## src/rtl/display_page_sequencer.sv

```systemverilog
// Page sequencer feeding the 7-segment display interface: freezable 64-bit snapshot,
// debounced "next page" key and optional auto-scroll timer driving a 2-bit page select.
module display_page_sequencer #(
    parameter int unsigned DEBOUNCE_CYCLES = 500000,
    parameter int unsigned SCROLL_CYCLES   = 50000000,
    parameter int unsigned DATA_WIDTH      = 64
) (
    input  logic                  iCLK,
    input  logic                  iRST,
    input  logic [DATA_WIDTH-1:0] iData,
    input  logic                  iKeyNext,
    input  logic                  iAutoScroll,
    input  logic                  iFreeze,
    output logic [DATA_WIDTH-1:0] oOutput,
    output logic [1:0]            oSelect,
    output logic                  oPressPulse
);

    localparam int unsigned CntWidth    = $clog2(DEBOUNCE_CYCLES + 1);
    localparam int unsigned ScrollWidth = $clog2(SCROLL_CYCLES);

    localparam logic [CntWidth-1:0]    DebLast    = CntWidth'(DEBOUNCE_CYCLES - 1);
    localparam logic [ScrollWidth-1:0] ScrollLast = ScrollWidth'(SCROLL_CYCLES - 1);

    typedef enum logic [1:0] {
        StUp,
        StWaitDown,
        StDown,
        StWaitUp
    } debState_e;

    logic                   keyMeta;
    logic                   kSync;
    debState_e              debState;
    logic [CntWidth-1:0]    debCnt;
    logic [CntWidth-1:0]    debCntInc;
    logic                   debDone;
    logic [ScrollWidth-1:0] scrollCnt;
    logic                   scrollExpire;
    logic                   advance;

    // Key is active-low, so the synchronizer resets to the released level.
    always_ff @(posedge iCLK or posedge iRST) begin
        if (iRST) begin
            keyMeta <= 1'b1;
            kSync   <= 1'b1;
        end else begin
            keyMeta <= iKeyNext;
            kSync   <= keyMeta;
        end
    end

    // Entry into a wait state is the first stable sample, so the level is accepted
    // once the count reaches DEBOUNCE_CYCLES-1 (DEBOUNCE_CYCLES stable samples in all).
    assign debCntInc = debCnt + CntWidth'(1);
    assign debDone   = (debCntInc >= DebLast);

    always_ff @(posedge iCLK or posedge iRST) begin
        if (iRST) begin
            debState    <= StUp;
            debCnt      <= '0;
            oPressPulse <= 1'b0;
        end else begin
            oPressPulse <= 1'b0;
            case (debState)
                StUp: begin
                    if (!kSync) begin
                        debState <= StWaitDown;
                        debCnt   <= '0;
                    end
                end
                StWaitDown: begin
                    if (kSync) begin
                        debState <= StUp;
                    end else if (debDone) begin
                        debState    <= StDown;
                        debCnt      <= debCntInc;
                        oPressPulse <= 1'b1;
                    end else begin
                        debCnt <= debCntInc;
                    end
                end
                StDown: begin
                    if (kSync) begin
                        debState <= StWaitUp;
                        debCnt   <= '0;
                    end
                end
                StWaitUp: begin
                    if (!kSync) begin
                        debState <= StDown;
                    end else if (debDone) begin
                        debState <= StUp;
                        debCnt   <= debCntInc;
                    end else begin
                        debCnt <= debCntInc;
                    end
                end
                default: debState <= StUp;
            endcase
        end
    end

    assign scrollExpire = iAutoScroll && (scrollCnt == ScrollLast);
    // A press and an expiry landing together still advance the page only once.
    assign advance      = oPressPulse || scrollExpire;

    always_ff @(posedge iCLK or posedge iRST) begin
        if (iRST) begin
            scrollCnt <= '0;
            oSelect   <= 2'b00;
        end else begin
            if (!iAutoScroll || advance) begin
                scrollCnt <= '0;
            end else begin
                scrollCnt <= scrollCnt + ScrollWidth'(1);
            end
            if (advance) begin
                oSelect <= oSelect + 2'd1;
            end
        end
    end

    always_ff @(posedge iCLK or posedge iRST) begin
        if (iRST) begin
            oOutput <= '0;
        end else if (!iFreeze) begin
            oOutput <= iData;
        end
    end

endmodule

```

## config.mk

```make
export PLATFORM = sky130hd
export DESIGN_NAME = display_page_sequencer
export DESIGN_NICKNAME = d
export VERILOG_FILES = /design/src/rtl/display_page_sequencer.sv
export SDC_FILE = /design/constraint.sdc
export NUM_CORES = 1
export LEC_CHECK = 0
export ABC_AREA = 1
export CAP_MARGIN = 20
export CORE_MARGIN = 4
export CORE_UTILIZATION = 53
export DETAILED_ROUTE_END_ITERATION = 12
export PLACE_DENSITY = 0.9
export SLEW_MARGIN = 40
export SYNTH_ARGS = -nofsm -noshare
export SYNTH_HDL_FRONTEND = slang
export SYNTH_SLANG_ARGS = --single-unit
export TNS_END_PERCENT = 30
```

## constraint.sdc

```tcl
create_clock -name iCLK -period 8.02 [get_ports iCLK]
set_input_delay 2.005 -clock iCLK [delete_from_list [all_inputs] [get_ports iCLK]]
set_output_delay 2.005 -clock iCLK [all_outputs]
set_load 0.005 [all_outputs]
```

==> summary.txt <==
Area fraction of the dominant cell type after synthesis -> 54.0%
Synthesized Nets -> 586
1st-iter DRT viols -> 486
Clock tree sinks -> 116
Pwr dens -> 225 mW/mm2
Hpwl dp -> 10000 um
Synth Area in Compound Gates -> 4.12%
CTS tree -> yes
First-pass GRT wire length -> 25400 um
Post-synthesis sequential area ratio -> 55.0%
Critical path class -> in -> reg
Final Critical Period -> 3520 ps
Die X -> 108 um
VDD IR max -> 0.000185 V
Largest family of logic cells by synthesized area -> simple AND/OR/NAND/NOR gates
Clock root cell -> clkbuf_8
Cell variety after synth -> 36
Cells after Synth -> 514
Mux contribution to synthesized area -> 13.6%
Commonest register cell after synthesis -> dfrtp_1
Hold Crit Start -> keyMeta
Worst-margin pin slew -> 831 ps
Overall Global Routing Usage -> 28.9%
Ports -> 136
Leading area contributor after synthesis -> dfrtp_1
Fill cell total of the finished layout -> 564
Synth Area in Adders -> 0.710%
Critical Path Start Type -> input port
Post-synthesis simple-gate area fraction -> 19.6%
R2R Path Start -> kSync
Pre-CTS setup slack -> 4160 ps
Antenna viol nets, final -> 0
ANT cells -> 0
CP Capture Type -> register
Area of the mapped netlist -> 0.00529 mm2
Fin cells -> 805
DIE HEIGHT -> 108 um
Setup slack, reg-to-reg -> 5420 ps
Final instance area -> 0.00742 mm2
DRC -> 0
Share of post-route cells with drive strength above 1 -> 19.9%
Max Slew Vio Count -> 0
Initial Utilization -> 54.3%
Core area -> 0.00973 mm2
YS warnings -> 0
R2r endpoint -> debCnt[0]
Resize count post-CTS -> 0
CTS H-tree depth -> 4
Status -> complete, no violations
GRT overflow -> 0
Slew Limit Headroom -> 44.6%
Vias in the first global route -> 4910
EDFF count, synth -> 0
WHS Endpoint -> kSync
Die area -> 0.0116 mm2
Post-DR wirelength/cell -> 20.4 um
Largest cells by area after synthesis -> dfrtp_1 (54%), mux2_2 (14%), nand2_1 (6.4%)
Hold Worst Slack -> 360 ps
Final nets -> 731
Post-Synth XOR/XNOR Area -> 2.63%
Worst EP required -> 8430 ps
GRT Max-Usage Layer -> met2
Worst-skew pair later-pin latency -> 520 ps
Final core utilization -> 76.3%
Worst Hold Class -> reg -> reg
Worst R2R Path Depth -> 6
Lkg Pwr -> 3.11 nW
Gp weighted congestion -> 0.886
Clock tree buffer depth -> 2
Grt met1 use -> 30.4%
Largest net degree at the start of global routing -> 76
Post-CTS setup repair buffer count -> 0
Max Cap Viol -> 0
Post-CTS Hold Buffers -> 0
Num CTS Buffers -> 17
Fin. Hold Viols -> 0
Final Total Pwr -> 1.67 mW
Most frequent cell after synthesis -> dfrtp_1
Final worst path period share -> 43.9%
M2 GR Usage -> 51.4%
Placed Cells -> 773
Max frequency -> 284 MHz
Avg Cell Area, Syn -> 10.3 um2
Final wirelength -> 16400 um
Final Skew -> 6.52 ps
Clock slew at reported path FFs -> 60 ps
WHS Path Cells -> 0
Finish-stage setup viols -> 0
Flops & latches, synth -> 116
Area added between synthesis and finish -> 40.4%
Via/cell ratio -> 5.71
Crit-path max FO -> 25
TritonRoute pass-1 iters -> 5
Post-DP Area -> 0.00678 mm2
FFs w/ async S/R, synth -> 100%
RSZ-0062 raised after global routing -> no
Initial antenna violation count -> 0
Critical path arrival -> 3930 ps
CP startpoint -> iAutoScroll
IO Port Bufs -> 135
Grt met3 use -> 7.80%
Final worst slack -> 4500 ps
Commonest cells post-synth -> dfrtp_1 (114), nand2_1 (90), mux2_2 (64)
Rows -> 36
TNS Setup -> 0 ps
Vias -> 4598
-- worst max path at each step --
stage | to | cells after the start
detailed placement | scrollCnt[12] | 9
finish | scrollCnt[17] | 9
floorplan | async pin | 1
CTS | scrollCnt[17] | 9
global placement | scrollCnt[12] | 9
global route | scrollCnt[17] | 9
-- report_power, final --
| group | switching (mW) | internal [mW] | leakage (nW) |
|---|---|---|---|
| Clock | 0.296 | 0.540 | 0.303 |
| Sequential | 0.0251 | 0.622 | 1.46 |
| Combinational | 0.0692 | 0.116 | 1.36 |
| Total | 0.390 | 1.28 | 3.11 |
-- cells by family (layout without fill, tap and decap cells) --
kind of cell,Yosys count,after routing
XOR/XNOR,15,15
AND/OR/NAND/NOR,219,219
buffers and inverters,60,218
multiplexers,64,64
AO/OA/AOI/OAI,37,37
adder cells (fa/ha/maj),3,3
flip-flops,116,116
-- registers in the layout (all words and copies together) (netlist names), named ones only --
| name | flops |
|---|---|
| oOutput | 64 |
| scrollCnt | 26 |
| debCnt | 19 |
| oSelect | 2 |
| debState | 1 |
| kSync | 1 |
| keyMeta | 1 |
| oPressPulse | 1 |
-- placed cells by master, fill, tap and decap left out, types with 2 or more instances in the layout --
master,count
xor2_1,9
inv_1,45
nand3_1,18
nor3b_1,4
a21oi_1,8
ha_1,3
inv_6,3
nand2_1,90
bufinv_16,5
nand2_2,8
nor3_2,2
inv_2,3
mux2_2,64
nor2_4,4
o21ai_0,13
clkbuf_16,16
nor2_2,8
clkinv_4,3
dfstp_2,2
a211oi_1,3
nor4_1,5
clkdlybuf4s50_1,134
nand3_2,4
nor3_1,12
nor2_1,52
nand4_1,8
o21bai_1,2
clkinvlp_4,3
o22ai_1,7
dfrtp_1,114
xnor2_1,5
-- worst max-delay path: stages --
cell,delay [ps]
clkdlybuf4s50_1,540
nand2_1,90
nor3_1,230
nand3_1,130
nor3_1,150
nand2_1,120
nand3_2,410
o21bai_1,190
a21oi_1,60
-- area by class of cell --
type | count | area, um2 | area share, %
Sequential cell | 116 | 2910 | 39.1
Multi-Input combinational cell | 338 | 2160 | 29.0
Timing Repair Buffer | 137 | 1370 | 18.4
Clock buffer | 18 | 418 | 5.63
Clock inverter | 14 | 225 | 3.03
Inverter | 49 | 186 | 2.51
Tap cell | 133 | 166 | 2.24
-- per-layer routing --
metal	share of wire (%)	wire length, um	vias to the layer above
li1	-	-	1994
met3	6.4	1050	99
met2	53	8690	278
met4	6.4	1040	0
met5	0	0	-
met1	34	5630	2227
(Power assumes the default switching activity.)
